==> src/rtl/gpu_blitter.sv <==
// ============================================================================
// Module   : gpu_blitter
// Brief    : Sprite blitter with clipping and transparency, plus framebuffer
//            clear. Optional source mirroring is enabled by GPU_FLIP_EN.
// Revision : 1.0
// ============================================================================
`default_nettype none

module gpu_blitter #(
    parameter int FB_WIDTH  = 160,
    parameter int FB_HEIGHT = 120,
    parameter int XW        = 8,
    parameter int YW        = 8
) (
    input  logic          clk,
    input  logic          rstn,
    output logic          mem_rd,
    output logic [31:0]   mem_addr,
    input  logic          mem_rvalid,
    input  logic [15:0]   mem_rdata,
    input  logic [31:0]   ctrl_address,
    input  logic [15:0]   ctrl_address_x,
    input  logic [15:0]   ctrl_address_y,
    input  logic [15:0]   ctrl_sheetsize,
    input  logic [15:0]   ctrl_width,
    input  logic [15:0]   ctrl_height,
    input  logic [15:0]   ctrl_x,
    input  logic [15:0]   ctrl_y,
    input  logic          ctrl_draw,
    input  logic [15:0]   ctrl_clear_color,
    input  logic          ctrl_clear,
    input  logic          ctrl_flip_x,
    input  logic          ctrl_flip_y,
    output logic          ctrl_busy,
    output logic [XW-1:0] fb_x,
    output logic [YW-1:0] fb_y,
    output logic [15:0]   fb_color,
    output logic          fb_write
);

    typedef enum logic [2:0] {
        S_IDLE  = 3'd0,
        S_SETUP = 3'd1,
        S_FETCH = 3'd2,
        S_WAIT  = 3'd3,
        S_WRITE = 3'd4,
        S_CLEAR = 3'd5
    } state_t;

    state_t r_state;
    state_t w_next;

    logic          r_draw_d;
    logic          r_clear_d;
    logic [31:0]   r_base;
    logic [15:0]   r_ax;
    logic [15:0]   r_ay;
    logic [15:0]   r_pitch;
    logic [15:0]   r_w;
    logic [15:0]   r_h;
    logic [15:0]   r_x;
    logic [15:0]   r_y;
    logic [15:0]   r_col;
    logic [15:0]   r_row;
    logic          r_fb_write;
    logic [XW-1:0] r_fb_x;
    logic [YW-1:0] r_fb_y;
    logic [15:0]   r_fb_color;

    logic          w_draw_edge;
    logic          w_clear_edge;
    logic [16:0]   w_px;
    logic [16:0]   w_py;
    logic          w_visible;
    logic          w_col_last;
    logic          w_last;
    logic [15:0]   w_col_nxt;
    logic [15:0]   w_row_nxt;
    logic          w_clear_last;
    logic [15:0]   w_sx;
    logic [15:0]   w_sy;
    logic [31:0]   w_addr;

    assign w_draw_edge  = ctrl_draw & ~r_draw_d;
    assign w_clear_edge = ctrl_clear & ~r_clear_d;

    // Destination position is 17-bit signed so negative origins clip correctly.
    assign w_px = {r_x[15], r_x} + {1'b0, r_col};
    assign w_py = {r_y[15], r_y} + {1'b0, r_row};
    assign w_visible = !w_px[16] && (w_px < 17'(FB_WIDTH)) &&
                       !w_py[16] && (w_py < 17'(FB_HEIGHT));

    assign w_col_last = (r_col == r_w - 16'd1);
    assign w_last     = w_col_last && (r_row == r_h - 16'd1);
    assign w_col_nxt  = w_col_last ? 16'd0 : r_col + 16'd1;
    assign w_row_nxt  = w_col_last ? r_row + 16'd1 : r_row;

    assign w_clear_last = (r_fb_x == XW'(FB_WIDTH - 1)) && (r_fb_y == YW'(FB_HEIGHT - 1));

`ifdef GPU_FLIP_EN
    logic r_flip_x;
    logic r_flip_y;

    assign w_sx = r_flip_x ? (r_w - 16'd1 - r_col) : r_col;
    assign w_sy = r_flip_y ? (r_h - 16'd1 - r_row) : r_row;
`else
    logic w_unused_flip;

    assign w_unused_flip = ctrl_flip_x ^ ctrl_flip_y;
    assign w_sx = r_col;
    assign w_sy = r_row;
`endif

    assign w_addr = r_base
                  + ({16'd0, r_ay} + {16'd0, w_sy}) * {16'd0, r_pitch}
                  + {16'd0, r_ax} + {16'd0, w_sx};

    assign mem_rd    = (r_state == S_FETCH) && w_visible;
    assign mem_addr  = mem_rd ? w_addr : 32'd0;
    assign ctrl_busy = (r_state != S_IDLE);
    assign fb_write  = r_fb_write;
    assign fb_x      = r_fb_x;
    assign fb_y      = r_fb_y;
    assign fb_color  = r_fb_color;

    always_ff @(posedge clk or negedge rstn) begin
        if (!rstn) begin
            r_state <= S_IDLE;
        end else begin
            r_state <= w_next;
        end
    end

    always_comb begin
        w_next = r_state;
        case (r_state)
            S_IDLE: begin
                if (w_clear_edge) begin
                    w_next = S_CLEAR;
                end else if (w_draw_edge) begin
                    w_next = S_SETUP;
                end
            end
            S_SETUP: w_next = (r_w == 16'd0 || r_h == 16'd0) ? S_IDLE : S_FETCH;
            S_FETCH: begin
                if (w_visible) begin
                    w_next = S_WAIT;
                end else if (w_last) begin
                    w_next = S_IDLE;
                end
            end
            S_WAIT:  if (mem_rvalid) w_next = S_WRITE;
            S_WRITE: w_next = w_last ? S_IDLE : S_FETCH;
            S_CLEAR: if (w_clear_last) w_next = S_IDLE;
            default: w_next = S_IDLE;
        endcase
    end

    // Framebuffer outputs are loaded on entry to WRITE/CLEAR so they are
    // registered yet still coincide with those states.
    always_ff @(posedge clk or negedge rstn) begin
        if (!rstn) begin
            r_draw_d   <= 1'b0;
            r_clear_d  <= 1'b0;
            r_base     <= 32'd0;
            r_ax       <= 16'd0;
            r_ay       <= 16'd0;
            r_pitch    <= 16'd0;
            r_w        <= 16'd0;
            r_h        <= 16'd0;
            r_x        <= 16'd0;
            r_y        <= 16'd0;
            r_col      <= 16'd0;
            r_row      <= 16'd0;
            r_fb_write <= 1'b0;
            r_fb_x     <= '0;
            r_fb_y     <= '0;
            r_fb_color <= 16'd0;
`ifdef GPU_FLIP_EN
            r_flip_x   <= 1'b0;
            r_flip_y   <= 1'b0;
`endif
        end else begin
            r_draw_d   <= ctrl_draw;
            r_clear_d  <= ctrl_clear;
            r_fb_write <= 1'b0;
            case (r_state)
                S_IDLE: begin
                    if (w_clear_edge || w_draw_edge) begin
                        r_base  <= ctrl_address;
                        r_ax    <= ctrl_address_x;
                        r_ay    <= ctrl_address_y;
                        r_pitch <= ctrl_sheetsize;
                        r_w     <= ctrl_width;
                        r_h     <= ctrl_height;
                        r_x     <= ctrl_x;
                        r_y     <= ctrl_y;
                        r_col   <= 16'd0;
                        r_row   <= 16'd0;
`ifdef GPU_FLIP_EN
                        r_flip_x <= ctrl_flip_x;
                        r_flip_y <= ctrl_flip_y;
`endif
                    end
                    if (w_clear_edge) begin
                        r_fb_write <= 1'b1;
                        r_fb_x     <= '0;
                        r_fb_y     <= '0;
                        r_fb_color <= ctrl_clear_color;
                    end
                end
                S_FETCH: begin
                    if (!w_visible) begin
                        r_col <= w_col_nxt;
                        r_row <= w_row_nxt;
                    end
                end
                S_WAIT: begin
                    if (mem_rvalid) begin
                        r_fb_write <= mem_rdata[0];
                        r_fb_x     <= w_px[XW-1:0];
                        r_fb_y     <= w_py[YW-1:0];
                        r_fb_color <= mem_rdata;
                    end
                end
                S_WRITE: begin
                    r_col <= w_col_nxt;
                    r_row <= w_row_nxt;
                end
                S_CLEAR: begin
                    if (!w_clear_last) begin
                        r_fb_write <= 1'b1;
                        if (r_fb_x == XW'(FB_WIDTH - 1)) begin
                            r_fb_x <= '0;
                            r_fb_y <= r_fb_y + YW'(1);
                        end else begin
                            r_fb_x <= r_fb_x + XW'(1);
                        end
                    end
                end
                default: ;
            endcase
        end
    end

endmodule

`default_nettype wire

==> config.mk <==
export PLATFORM = sky130hd
export DESIGN_NAME = gpu_blitter
export DESIGN_NICKNAME = d
export VERILOG_FILES = /design/src/rtl/gpu_blitter.sv
export SDC_FILE = /design/constraint.sdc
export NUM_CORES = 1
export LEC_CHECK = 0
export CAP_MARGIN = 10
export CORE_MARGIN = 1
export CORE_UTILIZATION = 50
export DETAILED_ROUTE_END_ITERATION = 16
export GPL_ROUTABILITY_DRIVEN = 0
export HOLD_SLACK_MARGIN = 0.02
export PLACE_DENSITY_LB_ADDON = 0.12
export SYNTH_ARGS = -nofsm -noshare
export SYNTH_HDL_FRONTEND = slang
export SYNTH_SLANG_ARGS = --single-unit
==> constraint.sdc <==
create_clock -name clk -period 12.2 [get_ports clk]
set_clock_uncertainty 0.15 [all_clocks]
set_input_delay 3.05 -clock clk [delete_from_list [all_inputs] [get_ports clk]]
set_output_delay 3.05 -clock clk [all_outputs]
set_load 0.02 [all_outputs]
==> run_results.csv <==
group,metric,value,unit
synthesis,ys_types,79,
cts,clkTransAtPathRegs,0.06,ns
flow_run,drv_cap,0,
critical_path,start_kind,"flip-flop",
min_path,hold_path.class,"reg -> reg",
detailed_routing,viasPerCell,5.46,
synthesis,syn-num-nets,3387,
critical_path,path_buf_inv,10,
detailed_routing,vias,20100,
floorplanning,start_util,50.6,%
detailed_routing,drt_iter0_drc,1105,
layout,utilization,61.5,%
floorplanning,io_pins,250,
global_route,use_met2,49.5,%
cts,cts_max_level,1,
synthesis,netlist_area,23500,µm²
critical_path,cp_common_cell,"fa_1",
sta,hold-worst-slack,0.335,ns
layout,multiInputGateArea,16600,µm²
global_route,grt_max_degree,93,
global_route,use_met1,35.9,%
global_route,antenna_found_initial,0,
global_route,grt-busiest-layer,"met2",
global_route,grt_pass1_vias,20800,
outcome,status,"finished clean",
synthesis,synth-main-ff-cell,"dfrtp_1",
sta,max_freq,83.1,MHz
layout,nFillCells,4111,
detailed_routing,route.detailed.drc,0,
sta,min_period_over_period,98.7,%
floorplanning,chipHeight,219,µm
sta,rsz0062_at_grt,"true",
detailed_routing,dr.pass1.iters,5,
detailed_routing,ant_nets,0,
synthesis,synthTopCellsByCount,"nand2_1 (603), inv_1 (403), fa_1 (273), dfrtp_1 (214), ha_1 (158)",
layout,syn_to_final_growth,21.6,%
detailed_routing,finalWirelength,65.7,mm
floorplanning,die_area,47900,µm²
floorplanning,design.core.area,46500,µm²
sta,tightest_slew,1.01,ns
sta,fin_ws,0.160,ns
synthesis,synthCells,2773,
critical_path,crit_required,9.00,ns
synthesis,synth_top_area_cell,"fa_1",
detailed_routing,routedWlPerCell,17.8,µm
synthesis,yosys_warnings,0,
sta,finalHoldViolCount,0,
synthesis,synth_top_area_share,23.3,%
critical_path,critPathKind,"reg -> out",
critical_path,crit_arrival,8.84,ns
synthesis,ys_seq_elements,214,
synthesis,synth_most_common_cell,"nand2_1",
cts,tritoncts,"done",
floorplanning,die_w,219,µm
critical_path,cp_top_family,"adder cells",
synthesis,syn_avg_cell_area,8.48,µm²
sta,setup_viol,0,
global_route,grt_usage,28.1,%
critical_path,end_kind,"primary output",
synthesis,synth_edf_count,0,
cts,clkSinkCount,214,
critical_path,worstPathMaxFanout,9,
global_route,met3_usage,3.35,%
synthesis,async_flop_share,100,%
sta,maxSlewViolCount,0,
layout,drive_above_1_share,8.21,%
cts,clkLatencyLatePin,0.59,ns
layout,antenna_cells,0,
layout,register_area,5360,µm²
synthesis,yosys-top-cells-area,"fa_1 (23%), dfrtp_1 (23%), nand2_1 (9.6%)",
global_route,overflow,0,
global_route,grt_pass1_wl,106,mm
place,hpwlAfterDp,51.6,mm
cts,clock_path_buffers,3,
layout,final_nets,3674,
place,portBuffers,247,
critical_path,slowest_delay,0.55,ns
critical_path,slowest_stage,"fa_1",
floorplanning,rows,79,
sta,layout_min_cycle_time,12.04,ns
cts,numCtsBuffers,27,
sta,timing.slew.headroom,32.8,%
synthesis,synth_seq_area_share,22.8,%
cts,cts_root_buf,"clkbuf_16",
place,pre_cts_slack,-0.208,ns
-- cells in the final DEF (no fill, tap or decap), types with 32 or more instances in the layout --
master           synthesis  final
nand2_1                603    603
nand3_1                 36     35
a21oi_1                 85     76
xnor2_1                 55     48
o21ai_0                 94     88
xor2_1                  50     50
ha_1                   158    147
and2_1                 156    153
inv_1                  403    395
nor2_1                 115    113
clkdlybuf4s50_1          0    236
buf_4                    1    110
dfrtp_1                214    214
a31oi_1                 33     32
fa_1                   273    270
-- metal layers --
metal | up-vias | part of all wire [%]
li1 | 9459 | -
met1 | 9982 | 41
met2 | 549 | 50
met3 | 124 | 5.3
met4 | 0 | 3.3
met5 | - | 0
-- logic make-up after synthesis --
kind of cell               count (synthesis)  synth area share, %
buffers and inverters                    507                 8.18
adders and majority gates                431                 31.7
DFF                                      214                 22.8
and+or+nand+nor                         1127                 22.6
xor gates and xnor gates                 106                 4.01
AOI/OAI and AO/OA                        375                 10.2
muxes                                     13                0.617
-- area by class of cell --
| type | count | share of cell area (%) |
|---|---|---|
| timing repair buffer | 362 | 11.8 |
| sequential | 214 | 18.7 |
| clock inverter | 11 | 0.560 |
| clock buffer | 38 | 2.79 |
| inverter | 403 | 5.29 |
| tap | 607 | 2.66 |
| multi-input combinational | 2052 | 58.1 |
-- worst reg2reg max path, cell delays in order, from the launching register on --
cell      delay, ns
dfrtp_1        0.66
ha_1           0.32
fa_1           0.23
a21oi_1        0.11
o32ai_1        0.57
o21ai_0        0.26
and2_1         0.22
a2111o_1       0.41
nor4_1         0.18
nand4_1        0.53
or3_1          0.54
buf_4          0.25
a32oi_1        0.23
o22ai_1        0.08
-- path summary, 6_finish.rpt --
check | from | end | slack, ns | cells after the start
min reg2reg | r_y[3] | r_y[3] | 0.34 | 2
max reg2reg | r_col[0] | r_col[8] | 7.33 | 13
min | r_y[3] | r_y[3] | 0.34 | 2
max in group asynchronous | rstn | r_row[7] | 7.40 | 3
max | r_row[0] | mem_addr[30] | 0.16 | 35
min in group asynchronous | rstn | r_base[4] | 2.33 | 1
-- what timing repair did --
action | in CTS | in global routing
gates resized for setup | 40 | 53
setup endpoints to repair | 10 | 15
pin swaps | 18 | 69
buffers inserted | 7 | 15
hold buffers | 0 | 0
-- through the flow --
stage	cells	setup TNS, ns	instance area, µm²
2_1_floorplan	2773	0	23500
3_3_place_gp	3616	-0.137	27100
3_5_place_dp	3616	-0.406	27100
4_1_cts	3672	-0.110	28200
5_1_grt	3687	-0.544	28600
6_report	3687	0	28600
-- sequential cells by signal (all words and copies together) (netlist names) --
signal,flops
fb_write,1
r_row,16
r_y,16
r_w,16
r_x,16
r_ay,16
r_col,16
r_state,3
r_draw_d,1
r_h,16
fb_y,8
r_ax,16
r_base,32
fb_color,16
r_pitch,16
fb_x,8
r_clear_d,1
Power is not shown: default switching activity piles up to over one toggle a cycle in this logic, so the estimate is an artifact.
